**src/rtl/dcim_pkg.sv**
```systemverilog
// Shared sizing, state encoding and helpers for the DCIM host sequencer.
package dcim_pkg;

    localparam int N_ROWS = 8;
    localparam int D_W    = 24;
    localparam int X_W    = 192;
    localparam int N_W    = 51;

    // Row counter must be able to hold N_ROWS itself: that value marks a complete burst.
    localparam int RC_W = $clog2(N_ROWS + 1);
    localparam logic [RC_W-1:0] ROWS_FULL = RC_W'(N_ROWS);

    typedef enum logic [2:0] {
        S_IDLE,
        S_WLOAD,
        S_WGAP,
        S_XSETUP,
        S_START,
        S_WAIT,
        S_RESP
    } state_t;

    function automatic logic [N_ROWS-1:0] onehot_row(input logic [RC_W-1:0] idx);
        return N_ROWS'(1) << idx;
    endfunction

endpackage

```
**src/rtl/dcim_edge_det.sv**
```systemverilog
// Registers the macro done flag and flags its rising edge; the edge is suppressed while reset is high.
module dcim_edge_det (
    input  logic clk,
    input  logic rst,
    input  logic sig,
    output logic rise
);

    logic sig_q;

    always_ff @(posedge clk) begin
        if (rst) begin
            sig_q <= 1'b0;
        end else begin
            sig_q <= sig;
        end
    end

    assign rise = sig & ~sig_q & ~rst;

endmodule

```
**src/rtl/dcim_host_seq.sv**
```systemverilog
// Host-side sequencer driving the DCIM macro weight-write and compute ports from valid/ready streams.
// Optional watchdog on the compute wait is enabled by defining DCIM_TIMEOUT_EN.
module dcim_host_seq
   import dcim_pkg::*;
#(
   parameter int TIMEOUT_CYC = 1024
)
(
   input  logic              clk,
   input  logic              rst,
   input  logic              w_valid,
   output logic              w_ready,
   input  logic [D_W-1:0]    w_data,
   input  logic              x_valid,
   output logic              x_ready,
   input  logic [X_W-1:0]    x_data,
   input  logic              x_inwidth,
   input  logic              x_wwidth,
   output logic              res_valid,
   input  logic              res_ready,
   output logic [N_W-1:0]    res_data,
   output logic              busy,
   output logic [N_ROWS-1:0] WA,
   output logic [D_W-1:0]    D,
   output logic              acm_en,
   output logic              cima,
   output logic              inwidth,
   output logic              wwidth,
   output logic              start,
   output logic [X_W-1:0]    xin0,
   input  logic [N_W-1:0]    nout,
   input  logic              st
`ifdef DCIM_TIMEOUT_EN
   ,
   output logic              timeout_err
`endif
);

   state_t          state;
   logic [RC_W-1:0] row_cnt;
   logic            done;
   logic            w_fire;
   logic            x_fire;
   logic            res_fire;

`ifdef DCIM_TIMEOUT_EN
   localparam int TO_W = $clog2(TIMEOUT_CYC + 1);
   logic [TO_W-1:0] to_cnt;
`endif

   dcim_edge_det u_st_edge (
      .clk  (clk),
      .rst  (rst),
      .sig  (st),
      .rise (done)
   );

   // A pending partial burst keeps the sequencer in WLOAD, which blocks compute requests.
   assign w_ready  = ~rst & ((state == S_IDLE) | ((state == S_WLOAD) & (row_cnt < ROWS_FULL)));
   assign x_ready  = ~rst & (state == S_IDLE) & ~w_valid;
   assign w_fire   = w_valid & w_ready;
   assign x_fire   = x_valid & x_ready;
   assign res_fire = res_valid & res_ready;
   assign cima     = 1'b0;

   // Main sequencer: weight burst loading, compute launch, done capture and response hold.
   always_ff @(posedge clk) begin
      if (rst) begin
         state     <= S_IDLE;
         row_cnt   <= '0;
         WA        <= '0;
         D         <= '0;
         acm_en    <= 1'b0;
         inwidth   <= 1'b0;
         wwidth    <= 1'b0;
         start     <= 1'b0;
         xin0      <= '0;
         res_valid <= 1'b0;
         res_data  <= '0;
         busy      <= 1'b0;
`ifdef DCIM_TIMEOUT_EN
         to_cnt      <= '0;
         timeout_err <= 1'b0;
`endif
      end else begin
         WA    <= '0;
         start <= 1'b0;
         case (state)
            S_IDLE, S_WLOAD: begin
               if (w_fire) begin
                  WA      <= onehot_row(row_cnt);
                  D       <= w_data;
                  row_cnt <= row_cnt + 1'b1;
                  acm_en  <= 1'b1;
                  busy    <= 1'b1;
                  state   <= S_WLOAD;
               end else if (x_fire) begin
                  xin0    <= x_data;
                  inwidth <= x_inwidth;
                  wwidth  <= x_wwidth;
                  acm_en  <= 1'b1;
                  busy    <= 1'b1;
                  state   <= S_XSETUP;
               end else if ((state == S_WLOAD) && (row_cnt == ROWS_FULL)) begin
                  D       <= '0;
                  row_cnt <= '0;
                  state   <= S_WGAP;
               end
            end
            S_WGAP: begin
               acm_en <= 1'b0;
               busy   <= 1'b0;
               state  <= S_IDLE;
            end
            S_XSETUP: begin
               start <= 1'b1;
               state <= S_START;
            end
            S_START: begin
`ifdef DCIM_TIMEOUT_EN
               to_cnt <= '0;
`endif
               state <= S_WAIT;
            end
            S_WAIT: begin
               if (done) begin
                  res_data  <= nout;
                  res_valid <= 1'b1;
                  acm_en    <= 1'b0;
                  state     <= S_RESP;
`ifdef DCIM_TIMEOUT_EN
               end else if (to_cnt == TO_W'(TIMEOUT_CYC - 1)) begin
                  res_data    <= '1;
                  res_valid   <= 1'b1;
                  timeout_err <= 1'b1;
                  acm_en      <= 1'b0;
                  state       <= S_RESP;
               end else begin
                  to_cnt <= to_cnt + 1'b1;
`endif
               end
            end
            S_RESP: begin
               if (res_fire) begin
                  res_valid <= 1'b0;
                  busy      <= 1'b0;
                  state     <= S_IDLE;
`ifdef DCIM_TIMEOUT_EN
                  timeout_err <= 1'b0;
`endif
               end
            end
            default: begin
               state <= S_IDLE;
            end
         endcase
      end
   end

endmodule

```
**config.mk**
```make
export PLATFORM = sky130hd
export DESIGN_NAME = dcim_host_seq
export DESIGN_NICKNAME = d
export VERILOG_FILES = /design/src/rtl/dcim_pkg.sv /design/src/rtl/dcim_edge_det.sv /design/src/rtl/dcim_host_seq.sv
export SDC_FILE = /design/constraint.sdc
export NUM_CORES = 1
export LEC_CHECK = 0
export CORE_AREA = 2 2 217 219
export CTS_BUF_LIST = sky130_fd_sc_hd__clkbuf_2
export DETAILED_ROUTE_END_ITERATION = 16
export DIE_AREA = 0 0 219 221
export SLEW_MARGIN = 20
export SYNTH_ARGS = -nofsm -noshare
export SYNTH_HDL_FRONTEND = slang
export SYNTH_HIERARCHICAL = 1
export SYNTH_SLANG_ARGS = --single-unit
```
**constraint.sdc**
```tcl
create_clock -name clk -period 1.5 [get_ports clk]
set_input_delay 0.15 -clock clk [delete_from_list [all_inputs] [get_ports clk]]
set_output_delay 0.15 -clock clk [all_outputs]
set_load 0.01 [all_outputs]
```
==> out/metrics.cfg, run 1 <==
[power]
power_leakage_nw=9.35
power_mw=20.2
ir_drop_uv=599
p_per_area_nw_per_um2=875

[grt]
grt_pass1_wl_um=69800
antenna_found_initial=5
grt_max_degree=130
grt_pass1_vias=13200
grt-ovfl-total=0
track_usage_pct=18.2

[synth]
ys_seq_elements=289
synth_area_leaders=dfxtp_1 (57%), nand2_1 (19%), a21oi_1 (13%)
synth-main-ff-cell=dfxtp_1
synth_area_per_cell_um2=8.03
synth_cells=1268
async_flop_share_pct=0
syn_nets=1547
netlist_area_um2=10200
synth_cell_types=36
yosys_warnings=6
synth_area_leader_cell=dfxtp_1
yosys.area.top_type_share_pct=56.8
synth-edff-count=0
seq_area_frac_synth_pct=56.8

[setup_path]
cp.required_ns=1.35
r2r_start=state[1]
regToRegSetupSlack_ns=-0.31
critical_path_class=reg2out
arrival_ns=1.91
r2r_end=xin0[64]
critPathMaxFanout=3
cp-end-kind=output pin
crit_path_start=state[2]
crit_path_start_kind=flop
reg2reg_depth=10
crit_end=w_ready

[drt]
drt_first_pass_iters=7
drc=0
vias=13100
avgRoutedWirePerCell_um=17.3
wl_um=51300
via_per_inst=4.44
drt_iter0_drc=667
ant_nets=0

[sta]
setup_slack_ns=-0.562
tightestPinTransition_ns=0.818
layout_min_cycle_time_ns=2.06
fin_skew_ns=0.0589
max_freq_mhz=485
finalCritPeriodShare_pct=137
rsz0062_at_grt=true
setup_viol=566
finalMaxSlewViolations=0
slew_headroom_pct=45.5
holdWs_ns=-0.259
hold_viol_final=138

[worst_hold_path]
hp-class=in2reg

[run_status]
failed_checks=hold timing, setup timing
outcome=finished with violations

[flow_run]
cap_viol_max_count=0

[floorplan]
start_util_pct=22.1
fp.dieW_um=219
ios=559
dieArea_um2=48400
core_area_um2=46100
dieHeight_um=221
row_count=79

[clock_network]
cts_buffers=81
htreeDepth=3
cts_tree=done
clockBufferDepth=3
insertion_delay_ns=1.02
cts.clk_slew.worst_paths_ns=0.11
cts.sinks=289
root_buffer=clkbuf_2

[placed_design]
gp_congestion=0.835
port_buffers=557
placedCellCount=2406
placed_area_um2=16800
dp_hpwl_um=28300

[layout]
fin_nets=2559
fillers=3976
final_layout_size_suffix_gt1_share_pct=43.7
final_cells=2958
final_util_pct=50.2
fin_area_um2=23100
area_growth_pct=127

==> placed cells by master, fill, tap and decap left out, drive strengths merged, types with 3 or more instances in the layout <==
master | netlist | routed
a21oi | 272 | 272
nand2 | 519 | 519
nor2 | 7 | 7
dfxtp | 289 | 289
and3 | 8 | 8
buf | 56 | 462
and2 | 3 | 3
clkdlybuf4s50 | 0 | 273
nand3 | 31 | 31
ha | 4 | 4
diode | 0 | 7
nor2b | 5 | 5
inv | 4 | 6
clkbuf | 44 | 153
nor4b | 4 | 4
dlygate4sd3 | 0 | 273
clkinv | 0 | 11
==> through the flow <==
stage,TNS (ns),setup WS [ns]
final,-83.75,-0.562
after global routing,-162.54,-0.803
after CTS,-99.29,-0.722
after detailed placement,-57.50,-0.326
after global placement,-50.57,-0.285
after floorplan,-1.69,-0.243
==> cell usage after synthesis, types with 2 or more instances <==
| master | number |
|---|---|
| nor2b_1 | 5 |
| nand2_1 | 518 |
| and2_1 | 3 |
| o21ai_0 | 2 |
| and3_1 | 8 |
| nor4b_1 | 3 |
| buf_4 | 9 |
| buf_6 | 5 |
| dfxtp_1 | 289 |
| ha_1 | 4 |
| clkbuf_1 | 44 |
| nor2_1 | 7 |
| a21oi_1 | 272 |
| nand3_1 | 31 |
| inv_1 | 4 |
| nand4_1 | 2 |
| buf_2 | 42 |
| a311oi_1 | 2 |
==> sequential cells by signal (all words and copies together) (netlist names) <==
signal and flops:
D 24, WA 8, acm_en 1, busy 1, inwidth 1, res_data 51, res_valid 1, row_cnt 4
start 1, state 3, u_st_edge/sig_q 1, wwidth 1, xin0 192
==> worst min path at each step <==
stage	start	endpoint	slack, ns	depth (start not counted)
5_1_grt	rst	row_cnt[2]	-0.40	3
4_1_cts	rst	xin0[97]	-0.43	3
3_3_place_gp	res_data[18]	res_data[18]	0.44	2
2_1_floorplan	rst	u_st_edge/sig_q	0.22	1
6_report	rst	row_cnt[2]	-0.26	3
3_5_place_dp	xin0[137]	xin0[137]	0.45	2
==> per-layer routing <==
layer	wire length [um]	up-vias	share of wire, %	GRT usage [%]
li1	-	6213	-	-
met1	19400	6184	38	19.6
met2	26300	585	51	31.6
met3	3540	152	6.9	5.83
met4	2060	0	4.0	9.26
met5	0	-	0	0
==> critical path: stages (launching register included) <==
cell and delay [ns]:
dfxtp_2 0.35, buf_4 0.15, a2111oi_4 0.23, buf_2 0.21
==> layout make-up <==
| cell class | instances | area, um^2 | area share [%] |
|---|---|---|---|
| clock inverter | 13 | 48.8 | 0.211 |
| clock buffer | 134 | 671 | 2.90 |
| timing repair buffer | 1029 | 11100 | 47.9 |
| antenna | 7 | 17.5 | 0.0757 |
| sequential | 289 | 6150 | 26.6 |
| multi-input combinational | 875 | 4390 | 19.0 |
| inverter | 4 | 15.0 | 0.0649 |
| tap | 607 | 759 | 3.28 |
==> kinds of logic after synthesis <==
group / Yosys count / synth area share, %
xor gates and xnor gates: 2 / 0.172
muxes: 1 / 0.111
adders and majority gates: 4 / 0.492
other: 1 / 0.0368
buffers and inverters: 104 / 5.05
AOI/OAI and AO/OA: 282 / 14.4
DFF: 289 / 56.8
and+or+nand+nor: 585 / 22.9
==> timing repair <==
item	4_1_cts	5_1_grt
setup buffers	32	61
pin swaps	22	30
hold endpoints to repair	289	174
gates cloned	7	24
hold buffers	269	5
gates resized for setup	1764	142
setup endpoints to repair	477	568
==> power by group <==
group	internal (mW)	leakage, nW	switching [mW]	total (mW)
clock	2.31	0.582	3.50	5.81
combinational	3.50	6.29	2.39	5.89
sequential	8.21	2.48	0.341	8.55
(Power assumes the default switching activity.)
==> run 2: changes to the inputs <==
- CELL_PAD_IN_SITES_DETAIL_PLACEMENT: default -> 0
- CELL_PAD_IN_SITES_GLOBAL_PLACEMENT: default -> 1
- CORE_AREA: 2 2 217 219 -> 2 2 218 220
- DIE_AREA: 0 0 219 221 -> 0 0 220 222
- PLACE_DENSITY_LB_ADDON: default -> 0.1
==> out/metrics.cfg, run 2 (synthesis gave the netlist of run 1 again) <==
[drt]
dr_wl_met2_um=24200  ; -8.0%
drt_first_pass_iters=5  ; -2
avgRoutedWirePerCell_um=16.5  ; -4.6%
m1WireLength_um=19200  ; -0.75%
vias=12200  ; -6.8%
met3_length_um=3790  ; +6.8%
drc=0  ; unchanged
drt_iter0_drc=433  ; -35%
via_per_inst=4.19  ; -5.7%
ant_nets=0  ; unchanged
top_layer_used=met4
wl_um=48300  ; -5.8%

[layout]
final_common_cell=nand2_1
fin_nets=2524  ; -1.4%
final_cells=2922  ; -1.2%
final_layout_size_suffix_gt1_share_pct=41.6  ; -2.1 points
fin_area_um2=22800  ; -1.5%
seq_area_um2=6150  ; about the same
multi_input_area_um2=4230  ; -3.6%
area_growth_pct=124
largest_reg_flops=192  ; unchanged
fillers=4487  ; +13%
final_util_pct=49.2  ; -0.99 points
layout_common_cells=nand2_1 (446), buf_6 (297), dfxtp_2 (279)
largest-register=xin0
reg_top3=xin0: 192 flops, res_data: 51 flops, D: 24 flops

[grt]
antenna_found_initial=2  ; -3
grt_max_degree=123  ; -5.4%
grt_pass1_wl_um=71900  ; +3.0%
track_usage_pct=19.2  ; +1.0 points
grt-ovfl-total=0  ; unchanged
grt_pass1_vias=12500  ; -5.7%

[setup_path]
cp.required_ns=1.35  ; about the same
crit_family=compound AO/OA/AOI/OAI gates
crit_slowest_cell=a2111oi_4
critPathMaxFanout=3  ; unchanged
regToRegSetupSlack_ns=-0.67  ; -0.36 ns
cp-end-kind=output pin
crit_path_start_kind=flop
crit_path_max_incr_delay_ns=0.38  ; +0.03 ns
cp_num_buf_inv=2  ; unchanged
crit_chain=a2111oi_4 > buf_4 > buf_6
critical_path_class=reg2out
arrival_ns=2.04  ; +0.13 ns

[sta]
setup_viol=514  ; -9.2%
finalCritPeriodShare_pct=146  ; +8.5 points
holdWs_ns=0.212  ; +0.471 ns
finalMaxSlewViolations=0  ; unchanged
fin_skew_ns=0.0327  ; -0.0262 ns
max_freq_mhz=457  ; -5.8%
rsz0062_at_grt=true
hold_viol_final=0  ; -100%
setup_slack_ns=-0.689  ; -0.127 ns
tightestPinTransition_ns=0.679  ; -0.139 ns
layout_min_cycle_time_ns=2.19  ; +0.127 ns
slew_headroom_pct=54.7  ; +9.3 points

[clock_network]
cts.clk_slew.worst_paths_ns=0.10  ; about the same
htreeDepth=3  ; unchanged
cts_buffers=85  ; +4.9%
clockBufferDepth=3  ; unchanged
root_buffer=clkbuf_2
cts_tree=done
insertion_delay_ns=1.04  ; +0.02 ns
cts.sinks=289  ; unchanged

[placed_design]
port_buffers=557  ; unchanged
dp_hpwl_um=32200  ; +14%
placed_area_um2=17000  ; +1.0%
placedCellCount=2414  ; +0.33%
gp_congestion=0.757  ; -9.4%

[floorplan]
row_count=79  ; unchanged
fp.dieW_um=220  ; +0.46%
dieArea_um2=48800  ; +0.91%
dieHeight_um=222  ; +0.45%
core_area_um2=46300  ; +0.43%
start_util_pct=22.0  ; -0.094 points
ios=559  ; unchanged

[power]
p_per_area_nw_per_um2=888  ; +1.5%
power_mw=20.2  ; -0.11%
ir_drop_uv=469  ; -22%
power_leakage_nw=9.11  ; -2.6%

[run_status]
failed_checks=setup timing
outcome=finished with violations

[worst_hold_path]
hp-class=in2reg

[flow_run]
cap_viol_max_count=0  ; unchanged

-- run 2: timing repair --
| item | CTS | global route |
|---|---|---|
| pin swaps | 22 | 0 |
| setup endpoints to repair | 563 | 534 |
| hold buffers | 278 | 0 |
| hold endpoints to repair | 289 | 0 |
| cloned | 22 | 1 |
| resized for setup | 1895 | 42 |
| setup buffers | 42 | 9 |
-- run 2: metal layers --
layer / up-vias / global-route usage, %
met5: - / 0
met4: 0 / 7.56
met3: 68 / 6.61
met2: 409 / 33.2
met1: 5629 / 21.4
li1: 6131 / -
-- run 2: layout make-up --
| type | count | share of cell area [%] |
|---|---|---|
| diodes | 2 | 0.0220 |
| clock buffers | 133 | 2.92 |
| clock inverters | 22 | 0.368 |
| inverters | 4 | 0.0659 |
| multi-input cells | 875 | 18.6 |
| flip-flops and latches | 289 | 27.0 |
| well taps | 607 | 3.33 |
| repair buffers | 990 | 47.7 |
-- run 2: per-stage QoR --
| step | setup slack (ns) | TNS, ns |
|---|---|---|
| 3_3_place_gp | -0.251 | -54.80 |
| 5_1_grt | -0.894 | -218.58 |
| 2_1_floorplan | -0.243 | -1.69 |
| 4_1_cts | -0.910 | -202.85 |
| 3_5_place_dp | -0.277 | -58.70 |
| 6_report | -0.689 | -150.87 |
-- run 2: worst register-to-register path, cell delays in order (launching register included) --
cell,delay [ns]
dfxtp_4,0.39
nor3_2,0.06
buf_4,0.14
buf_4,0.12
buf_4,0.12
buf_4,0.12
buf_4,0.12
buf_4,0.12
and3_4,0.21
buf_12,0.14
buf_6,0.12
buf_12,0.12
clkbuf_16,0.15
nand2_1,0.06
a21oi_1,0.05
-- run 2: where the power goes --
part / internal, mW / switching (mW)
logic: 3.55 / 2.21
registers: 8.21 / 0.328
clock network: 2.34 / 3.58
total: 14.1 / 6.13
-- run 2: path summary, 6_finish.rpt --
| path | start | end | depth (start not counted) |
|---|---|---|---|
| worst max register to register | state[2] | xin0[165] | 14 |
| worst max-delay path | row_cnt[3] | w_ready | 3 |
| worst min register to register | res_data[35] | res_data[35] | 2 |
| worst min-delay path | x_data[106] | xin0[106] | 4 |
